===== config.mk =====
export PLATFORM = sky130hd
export DESIGN_NAME = trap_controller
export DESIGN_NICKNAME = d
export VERILOG_FILES = /design/src/rtl/trap_pkg.sv /design/src/rtl/CSR_ConfigurationRegister.sv /design/src/rtl/trap_controller_irq_source.sv /design/src/rtl/trap_controller.sv
export SDC_FILE = /design/constraint.sdc
export NUM_CORES = 1
export LEC_CHECK = 0
export ABC_AREA = 1
export CORE_MARGIN = 2
export CORE_UTILIZATION = 45
export DETAILED_ROUTE_END_ITERATION = 16
export GPL_TIMING_DRIVEN = 0
export PLACE_DENSITY = 0.68
export RECOVER_POWER = 100
export SKIP_LAST_GASP = 1
export SLEW_MARGIN = 20
export SYNTH_ARGS = -nofsm -noshare
export SYNTH_HDL_FRONTEND = slang
export SYNTH_HIERARCHICAL = 1
export SYNTH_SLANG_ARGS = --single-unit

===== constraint.sdc =====
create_clock -name clk -period 2.81 [get_ports clk]
set_clock_uncertainty 0.2 [all_clocks]
set_input_delay 0.4215 -clock clk [delete_from_list [all_inputs] [get_ports clk]]
set_output_delay 0.4215 -clock clk [all_outputs]
set_load 0.005 [all_outputs]

===== src/rtl/trap_pkg.sv =====
// Shared constants for the machine-mode trap controller: CSR addresses,
// interrupt cause codes, mstatus bit positions and the trap FSM states.
package trap_pkg;

    localparam logic [11:0] CSR_MSTATUS  = 12'h300;
    localparam logic [11:0] CSR_MIE      = 12'h304;
    localparam logic [11:0] CSR_MTVEC    = 12'h305;
    localparam logic [11:0] CSR_MSCRATCH = 12'h340;
    localparam logic [11:0] CSR_MEPC     = 12'h341;
    localparam logic [11:0] CSR_MCAUSE   = 12'h342;
    localparam logic [11:0] CSR_MTVAL    = 12'h343;
    localparam logic [11:0] CSR_MIP      = 12'h344;
    localparam logic [11:0] CSR_MIRQCFG  = 12'h7C0;

    localparam int MSTATUS_MIE  = 3;
    localparam int MSTATUS_MPIE = 7;

    localparam logic [4:0] CAUSE_MSI       = 5'd3;
    localparam logic [4:0] CAUSE_MTI       = 5'd7;
    localparam logic [4:0] CAUSE_MEI       = 5'd11;
    localparam logic [4:0] CAUSE_USER_BASE = 5'd16;

    // Machine interrupt enable/pending bits that exist regardless of channel count
    localparam logic [31:0] MACHINE_IRQ_MASK = 32'h0000_0888;

    typedef enum logic [1:0] {
        TRAP_IDLE,
        TRAP_REQ,
        TRAP_ENTRY
    } trap_state_t;

    // mip/mie bits 16.. occupied by the implemented user channels
    function automatic logic [31:0] user_irq_mask(input int count);
        return ((32'h1 << count) - 32'h1) << 16;
    endfunction

endpackage


===== src/rtl/CSR_ConfigurationRegister.sv =====
// Plain read/write CSR with a write mask; masked-off bits hold 0 and read 0.
module CSR_ConfigurationRegister #(
    parameter logic [11:0] ADDRESS    = 12'h000,
    parameter logic [31:0] DEFAULT    = 32'h0,
    parameter logic [31:0] WRITE_MASK = 32'hFFFF_FFFF
) (
    input  logic        clk,
    input  logic        rst,
    input  logic        csrWriteEnable,
    input  logic        csrReadEnable,
    input  logic [11:0] csrAddress,
    input  logic [31:0] csrWriteData,
    output logic [31:0] csrReadData,
    output logic        csrRequestOutput,
    output logic [31:0] value
);

    logic selected;
    assign selected = (csrAddress == ADDRESS);

    // Register update on an addressed write
    always_ff @(posedge clk) begin
        if (rst)
            value <= DEFAULT & WRITE_MASK;
        else if (csrWriteEnable && selected)
            value <= csrWriteData & WRITE_MASK;
    end

    assign csrRequestOutput = csrReadEnable && selected;
    assign csrReadData      = csrRequestOutput ? value : 32'h0;

endmodule


===== src/rtl/trap_controller_irq_source.sv =====
// One user interrupt channel: synchroniser for the asynchronous line, rising
// edge detector and the edge-mode pending flop. In level mode the pending
// output simply mirrors the synchronised line.
module irq_source #(
    parameter int SYNC_STAGES = 2
) (
    input  logic clk,
    input  logic rst,
    input  logic irq_line,
    input  logic edge_mode,
    input  logic clear,
    output logic pending
);

    logic [SYNC_STAGES-1:0] sync_q;
    logic                   synced_prev;
    logic                   edge_pend;
    logic                   synced;
    logic                   rise;

    assign synced = sync_q[SYNC_STAGES-1];
    assign rise   = synced & ~synced_prev;

    // Synchroniser chain plus previous-value flop for edge detection
    always_ff @(posedge clk) begin
        if (rst) begin
            sync_q      <= '0;
            synced_prev <= 1'b0;
        end else begin
            sync_q[0] <= irq_line;
            for (int k = 1; k < SYNC_STAGES; k++)
                sync_q[k] <= sync_q[k-1];
            synced_prev <= synced;
        end
    end

    // Edge pending: a fresh edge beats a same-cycle clear; dropped in level mode
    always_ff @(posedge clk) begin
        if (rst)
            edge_pend <= 1'b0;
        else if (edge_mode && rise)
            edge_pend <= 1'b1;
        else if (clear || !edge_mode)
            edge_pend <= 1'b0;
    end

    // The edge is visible in the same cycle the synced line is, so edge and
    // level channels share the same input-to-mip latency
    assign pending = edge_mode ? (edge_pend | rise) : synced;

endmodule


===== src/rtl/trap_controller.sv =====
// Machine-mode trap/interrupt CSR unit. Holds mstatus.MIE/MPIE, mie, mtvec,
// mscratch, mepc, mcause, mtval, mip and mirqcfg, prioritises interrupts and
// hands traps to the core through a REQ/ACCEPT handshake.
// Build option: define TRAP_VECTORED_EN to allow mtvec mode 01 (interrupts
// vector to base+4*cause); otherwise mtvec[1:0] is fixed at 00.
module trap_controller
    import trap_pkg::*;
#(
    parameter int USER_IRQ_COUNT = 16,
    parameter int SYNC_STAGES    = 2
) (
    input  logic                      clk,
    input  logic                      rst,
    input  logic                      csrWriteEnable,
    input  logic                      csrReadEnable,
    input  logic [11:0]               csrAddress,
    input  logic [31:0]               csrWriteData,
    output logic [31:0]               csrReadData,
    output logic                      csrRequestOutput,
    input  logic [31:0]               programCounter,
    input  logic                      exceptionValid,
    input  logic [3:0]                exceptionCode,
    input  logic [31:0]               exceptionValue,
    input  logic                      msip,
    input  logic                      mtip,
    input  logic                      meip,
    input  logic [USER_IRQ_COUNT-1:0] userIrq,
    output logic                      trapRequest,
    input  logic                      trapAccept,
    input  logic                      trapReturn,
    output logic [31:0]               trapVector,
    output logic [31:0]               trapReturnVector
);

    localparam logic [31:0] MIE_MASK     = MACHINE_IRQ_MASK | user_irq_mask(USER_IRQ_COUNT);
    localparam logic [31:0] MIRQCFG_MASK = (32'h1 << USER_IRQ_COUNT) - 32'h1;

    trap_state_t state, next_state;

    logic        mie_q, mpie_q;
    logic [31:0] mtvec_q, mepc_q, mcause_q, mtval_q;

    logic        lat_irq;
    logic [4:0]  lat_cause;
    logic [31:0] lat_value, lat_pc;

    logic        load_en, load_irq;
    logic [4:0]  load_cause;
    logic [31:0] load_value, load_pc;
    logic        eff_irq;
    logic [4:0]  eff_cause;
    logic [31:0] eff_value, eff_pc;
    logic        commit;

    logic [31:0] mie_value, mscratch_value, mirqcfg_value;
    logic [31:0] mie_rd, mscratch_rd, mirqcfg_rd;
    logic        mie_req, mscratch_req, mirqcfg_req;

    logic [USER_IRQ_COUNT-1:0] user_pending;
    logic [31:0] mip, pend;
    logic        eligible;
    logic [4:0]  irq_cause;
    logic        wr_mip;

    logic        own_hit;
    logic [31:0] own_data;
    logic [31:0] vector;
    logic        unused_bits;

    CSR_ConfigurationRegister #(.ADDRESS(CSR_MIE), .WRITE_MASK(MIE_MASK)) mie_reg (
        .clk(clk), .rst(rst), .csrWriteEnable(csrWriteEnable), .csrReadEnable(csrReadEnable),
        .csrAddress(csrAddress), .csrWriteData(csrWriteData), .csrReadData(mie_rd),
        .csrRequestOutput(mie_req), .value(mie_value));

    CSR_ConfigurationRegister #(.ADDRESS(CSR_MSCRATCH)) mscratch_reg (
        .clk(clk), .rst(rst), .csrWriteEnable(csrWriteEnable), .csrReadEnable(csrReadEnable),
        .csrAddress(csrAddress), .csrWriteData(csrWriteData), .csrReadData(mscratch_rd),
        .csrRequestOutput(mscratch_req), .value(mscratch_value));

    CSR_ConfigurationRegister #(.ADDRESS(CSR_MIRQCFG), .WRITE_MASK(MIRQCFG_MASK)) mirqcfg_reg (
        .clk(clk), .rst(rst), .csrWriteEnable(csrWriteEnable), .csrReadEnable(csrReadEnable),
        .csrAddress(csrAddress), .csrWriteData(csrWriteData), .csrReadData(mirqcfg_rd),
        .csrRequestOutput(mirqcfg_req), .value(mirqcfg_value));

    // Masked-off upper mirqcfg bits are constant zero
    assign unused_bits = ^mirqcfg_value[31:USER_IRQ_COUNT];

    assign wr_mip = csrWriteEnable && (csrAddress == CSR_MIP);

    for (genvar i = 0; i < USER_IRQ_COUNT; i++) begin : g_user
        logic clear;
        assign clear = (wr_mip && !csrWriteData[16+i]) ||
                       (commit && eff_irq && eff_cause == CAUSE_USER_BASE + 5'(i));
        irq_source #(.SYNC_STAGES(SYNC_STAGES)) src (
            .clk(clk), .rst(rst), .irq_line(userIrq[i]), .edge_mode(mirqcfg_value[i]),
            .clear(clear), .pending(user_pending[i]));
    end

    // Assemble mip from the machine levels and the user channel pendings
    always_comb begin
        mip = '0;
        mip[3]  = msip;
        mip[7]  = mtip;
        mip[11] = meip;
        mip[16 +: USER_IRQ_COUNT] = user_pending;
    end

    assign pend     = mip & mie_value;
    assign eligible = mie_q && (|pend);

    // Fixed priority: MEI, MSI, MTI, then lowest user channel
    always_comb begin
        irq_cause = 5'd0;
        if (pend[11])
            irq_cause = CAUSE_MEI;
        else if (pend[3])
            irq_cause = CAUSE_MSI;
        else if (pend[7])
            irq_cause = CAUSE_MTI;
        else
            for (int i = USER_IRQ_COUNT - 1; i >= 0; i--)
                if (pend[16+i])
                    irq_cause = CAUSE_USER_BASE + 5'(i);
    end

    // Trap FSM next state and latch loading; an exception overrides a held interrupt
    always_comb begin
        next_state = state;
        load_en    = 1'b0;
        load_irq   = 1'b0;
        load_cause = 5'd0;
        load_value = 32'h0;
        load_pc    = programCounter;
        unique case (state)
            TRAP_IDLE: begin
                if (exceptionValid) begin
                    load_en    = 1'b1;
                    load_cause = {1'b0, exceptionCode};
                    load_value = exceptionValue;
                    next_state = TRAP_REQ;
                end else if (eligible) begin
                    load_en    = 1'b1;
                    load_irq   = 1'b1;
                    load_cause = irq_cause;
                    next_state = TRAP_REQ;
                end
            end
            TRAP_REQ: begin
                if (exceptionValid && lat_irq) begin
                    load_en    = 1'b1;
                    load_cause = {1'b0, exceptionCode};
                    load_value = exceptionValue;
                end
                if (trapAccept)
                    next_state = TRAP_ENTRY;
            end
            TRAP_ENTRY: next_state = TRAP_IDLE;
            default:    next_state = TRAP_IDLE;
        endcase
    end

    assign eff_irq   = load_en ? load_irq   : lat_irq;
    assign eff_cause = load_en ? load_cause : lat_cause;
    assign eff_value = load_en ? load_value : lat_value;
    assign eff_pc    = load_en ? load_pc    : lat_pc;
    assign commit    = (state == TRAP_REQ) && trapAccept;

    // FSM state and the pending-trap latch
    always_ff @(posedge clk) begin
        if (rst) begin
            state     <= TRAP_IDLE;
            lat_irq   <= 1'b0;
            lat_cause <= 5'd0;
            lat_value <= 32'h0;
            lat_pc    <= 32'h0;
        end else begin
            state <= next_state;
            if (load_en) begin
                lat_irq   <= load_irq;
                lat_cause <= load_cause;
                lat_value <= load_value;
                lat_pc    <= load_pc;
            end
        end
    end

    // Software CSR writes first; trap commit and MRET come later so they win
    always_ff @(posedge clk) begin
        if (rst) begin
            mie_q    <= 1'b0;
            mpie_q   <= 1'b0;
            mtvec_q  <= 32'h0;
            mepc_q   <= 32'h0;
            mcause_q <= 32'h0;
            mtval_q  <= 32'h0;
        end else begin
            if (csrWriteEnable) begin
                unique case (csrAddress)
                    CSR_MSTATUS: begin
                        mie_q  <= csrWriteData[MSTATUS_MIE];
                        mpie_q <= csrWriteData[MSTATUS_MPIE];
                    end
`ifdef TRAP_VECTORED_EN
                    CSR_MTVEC:  mtvec_q <= {csrWriteData[31:2], 1'b0, csrWriteData[1:0] == 2'b01};
`else
                    CSR_MTVEC:  mtvec_q <= {csrWriteData[31:2], 2'b00};
`endif
                    CSR_MEPC:   mepc_q   <= {csrWriteData[31:1], 1'b0};
                    CSR_MCAUSE: mcause_q <= csrWriteData;
                    CSR_MTVAL:  mtval_q  <= csrWriteData;
                    default: ;
                endcase
            end
            if (commit) begin
                mepc_q   <= eff_pc;
                mcause_q <= {eff_irq, 26'b0, eff_cause};
                mtval_q  <= eff_value;
                mpie_q   <= mie_q;
                mie_q    <= 1'b0;
            end else if (state == TRAP_IDLE && trapReturn) begin
                mie_q  <= mpie_q;
                mpie_q <= 1'b1;
            end
        end
    end

    // Read mux for the registers held directly in this module
    always_comb begin
        own_hit  = 1'b1;
        own_data = 32'h0;
        unique case (csrAddress)
            CSR_MSTATUS: own_data = {24'b0, mpie_q, 3'b0, mie_q, 3'b0};
            CSR_MTVEC:   own_data = mtvec_q;
            CSR_MEPC:    own_data = mepc_q;
            CSR_MCAUSE:  own_data = mcause_q;
            CSR_MTVAL:   own_data = mtval_q;
            CSR_MIP:     own_data = mip;
            default:     own_hit  = 1'b0;
        endcase
    end

    assign csrRequestOutput = (csrReadEnable && own_hit) || mie_req || mscratch_req || mirqcfg_req;
    assign csrReadData      = ((csrReadEnable && own_hit) ? own_data : 32'h0) |
                              mie_rd | mscratch_rd | mirqcfg_rd;

    // Handler address from the committed mcause; only driven during ENTRY
    always_comb begin
        vector = {mtvec_q[31:2], 2'b00};
`ifdef TRAP_VECTORED_EN
        if (mtvec_q[0] && mcause_q[31])
            vector = {mtvec_q[31:2], 2'b00} + {25'b0, mcause_q[4:0], 2'b00};
`endif
    end

    assign trapRequest      = (state == TRAP_REQ);
    assign trapVector       = (state == TRAP_ENTRY) ? vector : 32'h0;
    assign trapReturnVector = {mepc_q[31:1], 1'b0};

endmodule


======== Word level (Yosys, flattened, before mapping) ========
Index checks and enable logic that the tools add are counted.
word-level totals
  word-level logic and storage cells ...... 419
  bits of input ports ..................... 138
  flip-flop bits (word level) ............. 331
  output and inout bits ................... 98
cells by class
  mux-type cells .......................... 111
  bitwise logic cells ..................... 52
  reductions and logical operators ........ 164
  equality and inequality tests ........... 29
operator list
  kind                                                   count
  two-way mux 32 bit                                     17
  one-hot mux 32 bit (6 select lines)                    1
  two-way mux 5 bit                                      22
  equality test 12 x 10 -> 1 bit, second input constant  8
  bitwise OR 32 bit                                      3
  equality test 5 bit, second input constant             16
  one-hot mux 32 bit (2 select lines)                    1
  two-way mux 1 bit                                      62
  logical AND 1 bit                                      61
  nonzero test 2 bit                                     22
  logical OR 1 bit                                       35
  bitwise AND 32 bit                                     1
  logical NOT 1 bit                                      32
  OR reduction 32 bit                                    1
  bitwise AND 1 bit                                      16
  two-way mux 16 bit                                     1
  inverter 1 bit                                         16
  bitwise OR 1 bit                                       16
  AND reduction 2 bit                                    8
  equality test 12 x 11 -> 1 bit, second input constant  1
  one-hot mux 5 bit (2 select lines)                     1
  two-way mux 2 bit                                      3
  nonzero test 3 bit                                     2
  OR reduction 6 bit                                     1
  9 further kinds                                        9

======== Longest topological paths before layout ========
Gate-level depths: netlist of the first run.
  word-level depth ........................ 34
  mapped depth ............................ 28
  mapped depth without buffers ............ 28

======== By module ========
Netlist of the first run, hierarchy kept.
by module, submodules not included
  module                                     times used  sequential area each (um2)  cells an instance  area an instance (um2)
  trap_controller                            1           4003.8                      1419               10064.7
  irq_source                                 16          80.1                        21                 148.9
  CSR_ConfigurationRegister at mscratch_reg  1           640.6                       329                1870.5
  CSR_ConfigurationRegister at mirqcfg_reg   1           320.3                       211                1297.5
  CSR_ConfigurationRegister at mie_reg       1           380.4                       183                1119.8

======== Least setup slack after synthesis of the first run ========
OpenSTA, ideal clock, no wires.
  kind .................................... input to output
  from .................................... input csrAddress[5]
  to ...................................... output csrReadData[20]
  stages .................................. 11
  arrival ................................. 1.861 ns
  required time ........................... 2.189 ns
  setup slack ............................. 0.327 ns
  buffers on the path ..................... 2
  cell sequence ........................... nor2_1 -> nand2_1 -> nor3_4 -> nand2_1 -> inv_1 -> buf_2 -> buf_2 -> nand2_1 -> o221ai_1 -> o21ai_0 -> nand2_1
between the ends
  cells in the longest elaborated chain, start to end .. 8
  elaborated cells on any way between the ends .. 20
  classes of those cells .................. 8 x eq/ne; 5 x mux; 3 x bitwise; 4 x reduce/logical
RTL lines
  item                                 RTL line                text
  from (decl)                          trap_controller.sv:16   input logic [11:0] csrAddress,
  equality test 12 x 10 -> 1 bit       trap_controller.sv:231  unique case (csrAddress)
  OR reduction 6 bit (no line)         -
  two-way mux 1 bit                    trap_controller.sv:231
  logical AND 1 bit                    trap_controller.sv:243  assign csrReadData = ((csrReadEnable && own_hit) ? own_data : 32'h0) |
  two-way mux 32 bit                   trap_controller.sv:243
  bitwise OR 32 bit                    trap_controller.sv:243
  bitwise OR 32 bit (*) (2 in series)  trap_controller.sv:244  mie_rd | mscratch_rd | mirqcfg_rd;
  to (decl)                            trap_controller.sv:18   output logic [31:0] csrReadData,
Every way passes the cells marked *; elsewhere a longest branch is shown, timed or not.

======== Worst setup path in the final report of the first run ========
  from .................................... input csrAddress[9]
  to ...................................... output csrReadData[1]
between the ends
  cells in the longest elaborated chain, start to end .. 8
  elaborated cells on any way between the ends .. 20
  classes of those cells .................. 8 x eq/ne; 5 x mux; 3 x bitwise; 4 x reduce/logical
RTL lines
  item                            RTL line
  equality test 12 x 10 -> 1 bit  trap_controller.sv:231
  OR reduction 6 bit (no line)    -
  two-way mux 1 bit               trap_controller.sv:231
  logical AND 1 bit               trap_controller.sv:243
  two-way mux 32 bit              trap_controller.sv:243
  bitwise OR 32 bit               trap_controller.sv:243
  bitwise OR 32 bit               trap_controller.sv:244
  bitwise OR 32 bit (*)           trap_controller.sv:244
Marked as above.

==> results_dict.tcl, run 1 <==
set metrics [dict create \
    grt_usage_pct 32.9 \
    r2r_start "mirqcfg_reg/value[4]" \
    power_frac_seq_pct 42.8 \
    clk_path_buf_depth 3 \
    clk_pin_slew_worst_paths_ns 0.06 \
    swShare_pct 24.9 \
    fmax_mhz 342 \
    routed_wl_um 64500 \
    drt_iter0_markers 1546 \
    hold_ws_ns 0.0551 \
    dp_hpwl_um 48700 \
    hold_violations 0 \
    avgRoutedWirePerCell_um 19.4 \
    clock_power_share_pct 46.2 \
    rr_worst_depth 21 \
    r2r_end "g_user[2].src/edge_pend" \
    grt_first_pass_wirelength_um 95800 \
    antenna_found_initial 0 \
    placed_cells 3179 \
    die_h_um 196 \
    ir_worst_vdd_v 0.000485 \
    setup_slack_ns -0.115 \
    grt_overflow 0 \
    finalSetupViolations 25 \
    maxCapViolCount 0 \
    antenna_left 0 \
    drive_above_1_share_pct 19.6 \
    num_antenna_cells 0 \
    tightest_slew_ns 1.26 \
    p_total_mw 11.4 \
    num_vias 17300 \
    io_pins 236 \
    via_per_inst 5.20 \
    layoutNonFillerInstCount 3330 \
    arrival_ns 2.30 \
    initial_core_util_pct 45.4 \
    cellPowerDensity_nw_per_um2 500 \
    min_period_ns 2.93 \
    core-area_sq_um 36300 \
    dpl_worst_slack_ns -1.86 \
    rrSetupSlack_ns -0.04 \
    cts.sinks 331 \
    synth_area_sq_um 16500 \
    syn_to_final_growth_pct 37.9 \
    min_to "state[1]" \
    synth.avg_cell_area_sq_um 6.74 \
    fp-row-count 70 \
    p_int_mw 8.56 \
    crit_path_end_kind "primary output" \
    clk_latency_ns 0.55 \
    hold_depth 2 \
    finalCritPeriodShare_pct 104 \
    worst-setup-path-type "input pin to primary output" \
    root_buffer "clkbuf_16" \
    final_area_sq_um 22800 \
    nNetsFinal 2976 \
    yosysWarnings 6 \
    grt_pass1_vias 16600 \
    cp_data_required_time_ns 2.19 \
    start_kind "input pin" \
    setup_tns_ns -1.03 \
    final_util_pct 62.7 \
    drtPass1Iterations 6 \
    power.leakage_nw 9.96 \
    dieArea_sq_um 38300 \
    h-tree-depth 2 \
    rsz0062_at_grt "true" \
    drv_slew 0 \
    violations "negative setup slack" \
    power_switching_mw 2.84 \
    drc 0 \
    dpl_cell_area_sq_um 19600 \
    cts_buffers 38 \
    power_frac_comb_pct 11.0 \
    port_buffers 232 \
    grt_max_degree 67 \
    cts_tree "yes" \
    hp-start "rst" \
    worstHoldPathType "input pin to register" \
    gp_congestion 0.938 \
    worstPathMaxFanout 5 \
    die_x_um 196 \
    syn_inst 2449 \
    relSlewSlack_pct 15.9 \
    status "complete, but fails checks" \
]
[worst max path at each step]
stage	cells past startpoint	to	slack (ns)	startpoint
final	15	csrReadData[1]	-0.12	csrAddress[9]
after global routing	21	g_user[14].src/edge_pend	-0.20	mirqcfg_reg/value[4]
after CTS	17	csrReadData[18]	-0.14	csrAddress[10]
after detailed placement	10	csrReadData[10]	-1.86	csrAddress[1]
after global placement	6	mcause_q[25]	-2.51	rst
after floorplan	11	csrReadData[20]	0.33	csrAddress[5]
[worst max-delay path, stage by stage]
cell and delay (ns):
buf_12 0.11, nand3_4 0.10, buf_6 0.10, inv_2 0.03
nand3_2 0.05, inv_2 0.06, nand2_2 0.07, nand4_1 0.13
nor2_2 0.17, nand2_2 0.11, nand2_4 0.15, clkinvlp_4 0.14
buf_6 0.13, a2111o_1 0.39, buf_2 0.14
[area by class of cell]
class / count / area, sq um
Multi-Input combinational cell: 1528 / 8380
Tap cell: 468 / 586
Clock inverter: 10 / 181
Sequential cell: 331 / 6680
Timing Repair Buffer: 320 / 3010
Buffer: 175 / 1140
Clock buffer: 54 / 1120
Inverter: 444 / 1690
Fill cell: 3283 / 13600
[layout by cell type, fill, tap and decap left out, types with 41 or more instances in the layout]
cell type	count
nand2_1	456
inv_1	423
nor2_1	354
dfxtp_1	311
clkdlybuf4s50_1	184
buf_4	137
o21ai_0	126
nand2_2	61
nand4_1	57
buf_2	53
a21oi_1	52
clkbuf_1	52
o22ai_1	48
clkbuf_16	41
[routing by layer]
layer | part of all wire, % | track usage (%) | up-vias
met4 | 4.5 | 13.8 | 0
met3 | 7.9 | 5.16 | 156
li1 | - | - | 8375
met2 | 45 | 53.6 | 743
met1 | 42 | 43.5 | 8053
met5 | 0 | 0 | -
[registers in the layout, indices dropped and copies added, names as in the netlist, 16 cells and up]
register                count
g_user.src/sync_q          32
lat_pc                     32
lat_value                  32
mcause_q                   32
mepc_q                     32
mscratch_reg/value         32
mtval_q                    32
mtvec_q                    30
mie_reg/value              19
g_user.src/edge_pend       16
g_user.src/synced_prev     16
mirqcfg_reg/value          16
[power by group through the flow]
stage               combinational, mW  clock (mW)  sequential (mW)
detailed placement               1.16           0             4.98
CTS                              1.20        5.32             4.87
global route                     1.34        5.53             4.89
floorplan                       0.578           0             4.96
finish                           1.25        5.27             4.88
global placement                 1.14           0             4.98
[timing repair]
action                     4_1_cts  5_1_grt
hold buffers                     0        0
setup endpoints to repair      104       85
cloned                           2        0
buffers inserted                54       35
resized for setup              458      132
pin swaps                       68       74
Note: power is estimated with default switching activity, not from simulation.
==> inputs of run 2 (changes only) <==
--- a/config.mk
+++ b/config.mk
@@ -10,9 +10,8 @@
 export CORE_UTILIZATION = 45
 export DETAILED_ROUTE_END_ITERATION = 16
 export GPL_TIMING_DRIVEN = 0
-export PLACE_DENSITY = 0.68
+export PLACE_DENSITY = 0.7
 export RECOVER_POWER = 100
-export SKIP_LAST_GASP = 1
 export SLEW_MARGIN = 20
 export SYNTH_ARGS = -nofsm -noshare
 export SYNTH_HDL_FRONTEND = slang
==> constraint.sdc (replaced) <==
create_clock -name clk -period 2.5 [get_ports clk]
set_clock_uncertainty 0.2 [all_clocks]
set_input_delay 0.375 -clock clk [delete_from_list [all_inputs] [get_ports clk]]
set_output_delay 0.375 -clock clk [all_outputs]
set_load 0.005 [all_outputs]
==> run 2 against run 1 <==
The flow still finishes with violations (negative setup slack). Wire length decreased by 0.36%. Core utilization up 0.76 points. Clock power rose by 5.9%.
==> results_dict.tcl, run 2 (same netlist as run 1, synthesis figures left out) <==
set metrics [dict create \
    maxCapViolCount 0 \
    cts.sinks 331 \
    use_met3_pct 4.04 \
    port_buffers 232 \
    drv_slew 0 \
    grt_max_degree 67 \
    grt_use_met2_pct 52.0 \
    dpl_worst_slack_ns -2.10 \
    r2r_start "mirqcfg_reg/value[2]" \
    p_total_mw 12.6 \
    power_switching_mw 3.26 \
    antenna_left 0 \
    setup_slack_ns -0.381 \
    r2r_end "g_user[14].src/edge_pend" \
    path_cells "nand2_2 > nand2_2 > nand2_4 > nand2_2 > nand2_2 > nor2_4 > nand2_2 > nor2_4 > a31oi_4 > nand2_2 > nor2_4 > nand2_2 > nand2_2 > nand3_4 > nor3_4 > nand4_1 > nand2_1 > inv_1 > nand2_1 > a21oi_2" \
    via_per_inst 5.27 \
    p_int_mw 9.35 \
    nFillCells 3179 \
    crit_top_cell "nand2_2" \
    final_cell_mix "455 x nand2_1, 417 x inv_1, 345 x nor2_1, 314 x dfxtp_1, 184 x clkdlybuf4s50_1" \
    cts_tree "yes" \
    grt_usage_pct 32.1 \
    grt_first_pass_wirelength_um 94600 \
    drt_iter0_markers 1695 \
    grt_pass1_vias 16700 \
    antenna_found_initial 0 \
    drtPass1Iterations 5 \
    cp_data_required_time_ns 2.73 \
    start_kind "register" \
    setup_tns_ns -18.50 \
    worstPathMaxFanout 5 \
    cts_buffers 38 \
    clock_power_share_pct 44.3 \
    routed_wl_um 64300 \
    initial_core_util_pct 45.4 \
    drc 0 \
    grt.busiest_layer "met2" \
    nNetsFinal 2983 \
    power_frac_seq_pct 43.5 \
    clk_pin_slew_worst_paths_ns 0.06 \
    crit_start "mirqcfg_reg/value[2]" \
    swShare_pct 25.9 \
    dieArea_sq_um 38300 \
    gp_congestion 0.953 \
    rrSetupSlack_ns -0.38 \
    crit_path_end_kind "register" \
    violations "negative setup slack" \
    syn_to_final_growth_pct 39.6 \
    clk_path_buf_depth 3 \
    arrival_ns 3.11 \
    final_common_cell "nand2_1" \
    die_x_um 196 \
    hold_violations 0 \
    status "complete, but fails checks" \
    slowest_delay_ns 0.36 \
    cp-endpoint "g_user[14].src/edge_pend" \
    cellPowerDensity_nw_per_um2 547 \
    tightest_slew_ns 1.30 \
    io_pins 236 \
    fp-row-count 70 \
    drive_above_1_share_pct 21.1 \
    grtUsageMet1_pct 43.4 \
    root_buffer "clkbuf_16" \
    power.leakage_nw 9.93 \
    core-area_sq_um 36300 \
    finalCritPeriodShare_pct 115 \
    grt_overflow 0 \
    worstHoldPathType "input pin to register" \
    num_vias 17600 \
    multiInputGateArea_sq_um 8580 \
    slowest_stage "dfxtp_4" \
    relSlewSlack_pct 13.2 \
    seqCellArea_sq_um 6670 \
    finalSetupViolations 96 \
    avgRoutedWirePerCell_um 19.2 \
    ir_worst_vdd_v 0.000418 \
    min_period_ns 2.88 \
    hold_ws_ns 0.00931 \
    rsz0062_at_grt "true" \
    worst-setup-path-type "register to register" \
    clk_latency_ns 0.54 \
    rr_worst_depth 20 \
    fmax_mhz 347 \
    power_frac_comb_pct 12.2 \
    die_h_um 196 \
    h-tree-depth 2 \
    num_antenna_cells 0 \
    dp_hpwl_um 47600 \
]
run 2: cell count changes in the layout (fill, tap and decap cells not counted), moves of 7 or more:
cell and delta:
inv_2 +7, mux2i_1 -24, mux2i_2 +13, mux2i_4 +11
nand2_2 +10, nand2_4 -9, nor2_1 -9, o21ai_4 +9
o22ai_1 +8
run 2: how the worst min path moves through the flow:
| stage | start | endpoint | cells past startpoint | slack, ns |
|---|---|---|---|---|
| 3_3_place_gp | g_user[1].src/sync_q[0] | g_user[1].src/sync_q[1] | 2 | 0.20 |
| 6_report | rst | state[1] | 2 | 0.009 |
| 2_1_floorplan | g_user[0].src/sync_q[0] | g_user[0].src/sync_q[1] | 2 | 0.19 |
| 5_1_grt | rst | state[1] | 2 | -0.001 |
| 3_5_place_dp | g_user[12].src/sync_q[0] | g_user[12].src/sync_q[1] | 2 | 0.20 |
| 4_1_cts | rst | state[1] | 2 | 0.01 |
run 2: worst max-delay path: cells and delay by family, from the launching register on:
kind / cells / cell delay (ns)
compound gates: 2 / 0.28
buf+inv: 1 / 0.04
flops: 1 / 0.36
simple gates: 17 / 1.88
run 2: layer usage:
metal,vias up,share of wire [%]
li1,8382,-
met1,8211,41
met2,857,45
met3,168,8.8
met4,0,4.6
met5,-,0
run 2: repair_timing:
action	in CTS	in global routing
gates cloned	3	3
endpoints found under the setup margin	261	203
resized for setup	507	180
pin swaps	74	83
hold buffers	0	0
buffers inserted	57	40
run 2: power groups by stage:
stage / combinational (mW) / sequential [mW] / clock, mW
floorplan: 0.649 / 5.57 / 0
global placement: 1.28 / 5.60 / 0
detailed placement: 1.29 / 5.60 / 0
CTS: 1.35 / 5.48 / 5.60
global route: 1.64 / 5.50 / 5.82
finish: 1.54 / 5.49 / 5.58
run 2: per-stage QoR:
stage,std cells,cell area [sq um],util [%]
2_1_floorplan,2478,16600,-
3_3_place_gp,3178,19500,53.7
3_5_place_dp,3179,19600,53.8
4_1_cts,3305,22200,61.0
5_1_grt,3340,23100,63.4
6_report,3340,23100,63.4
run 2: cell type report:
cell class	instances	area share, %
clock inverters	12	0.602
flip-flops and latches	331	28.9
plain buffers	173	4.92
clock buffers	55	4.75
repair buffers	328	13.7
inverters	444	7.28
well taps	468	2.54
multi-input cells	1529	37.2
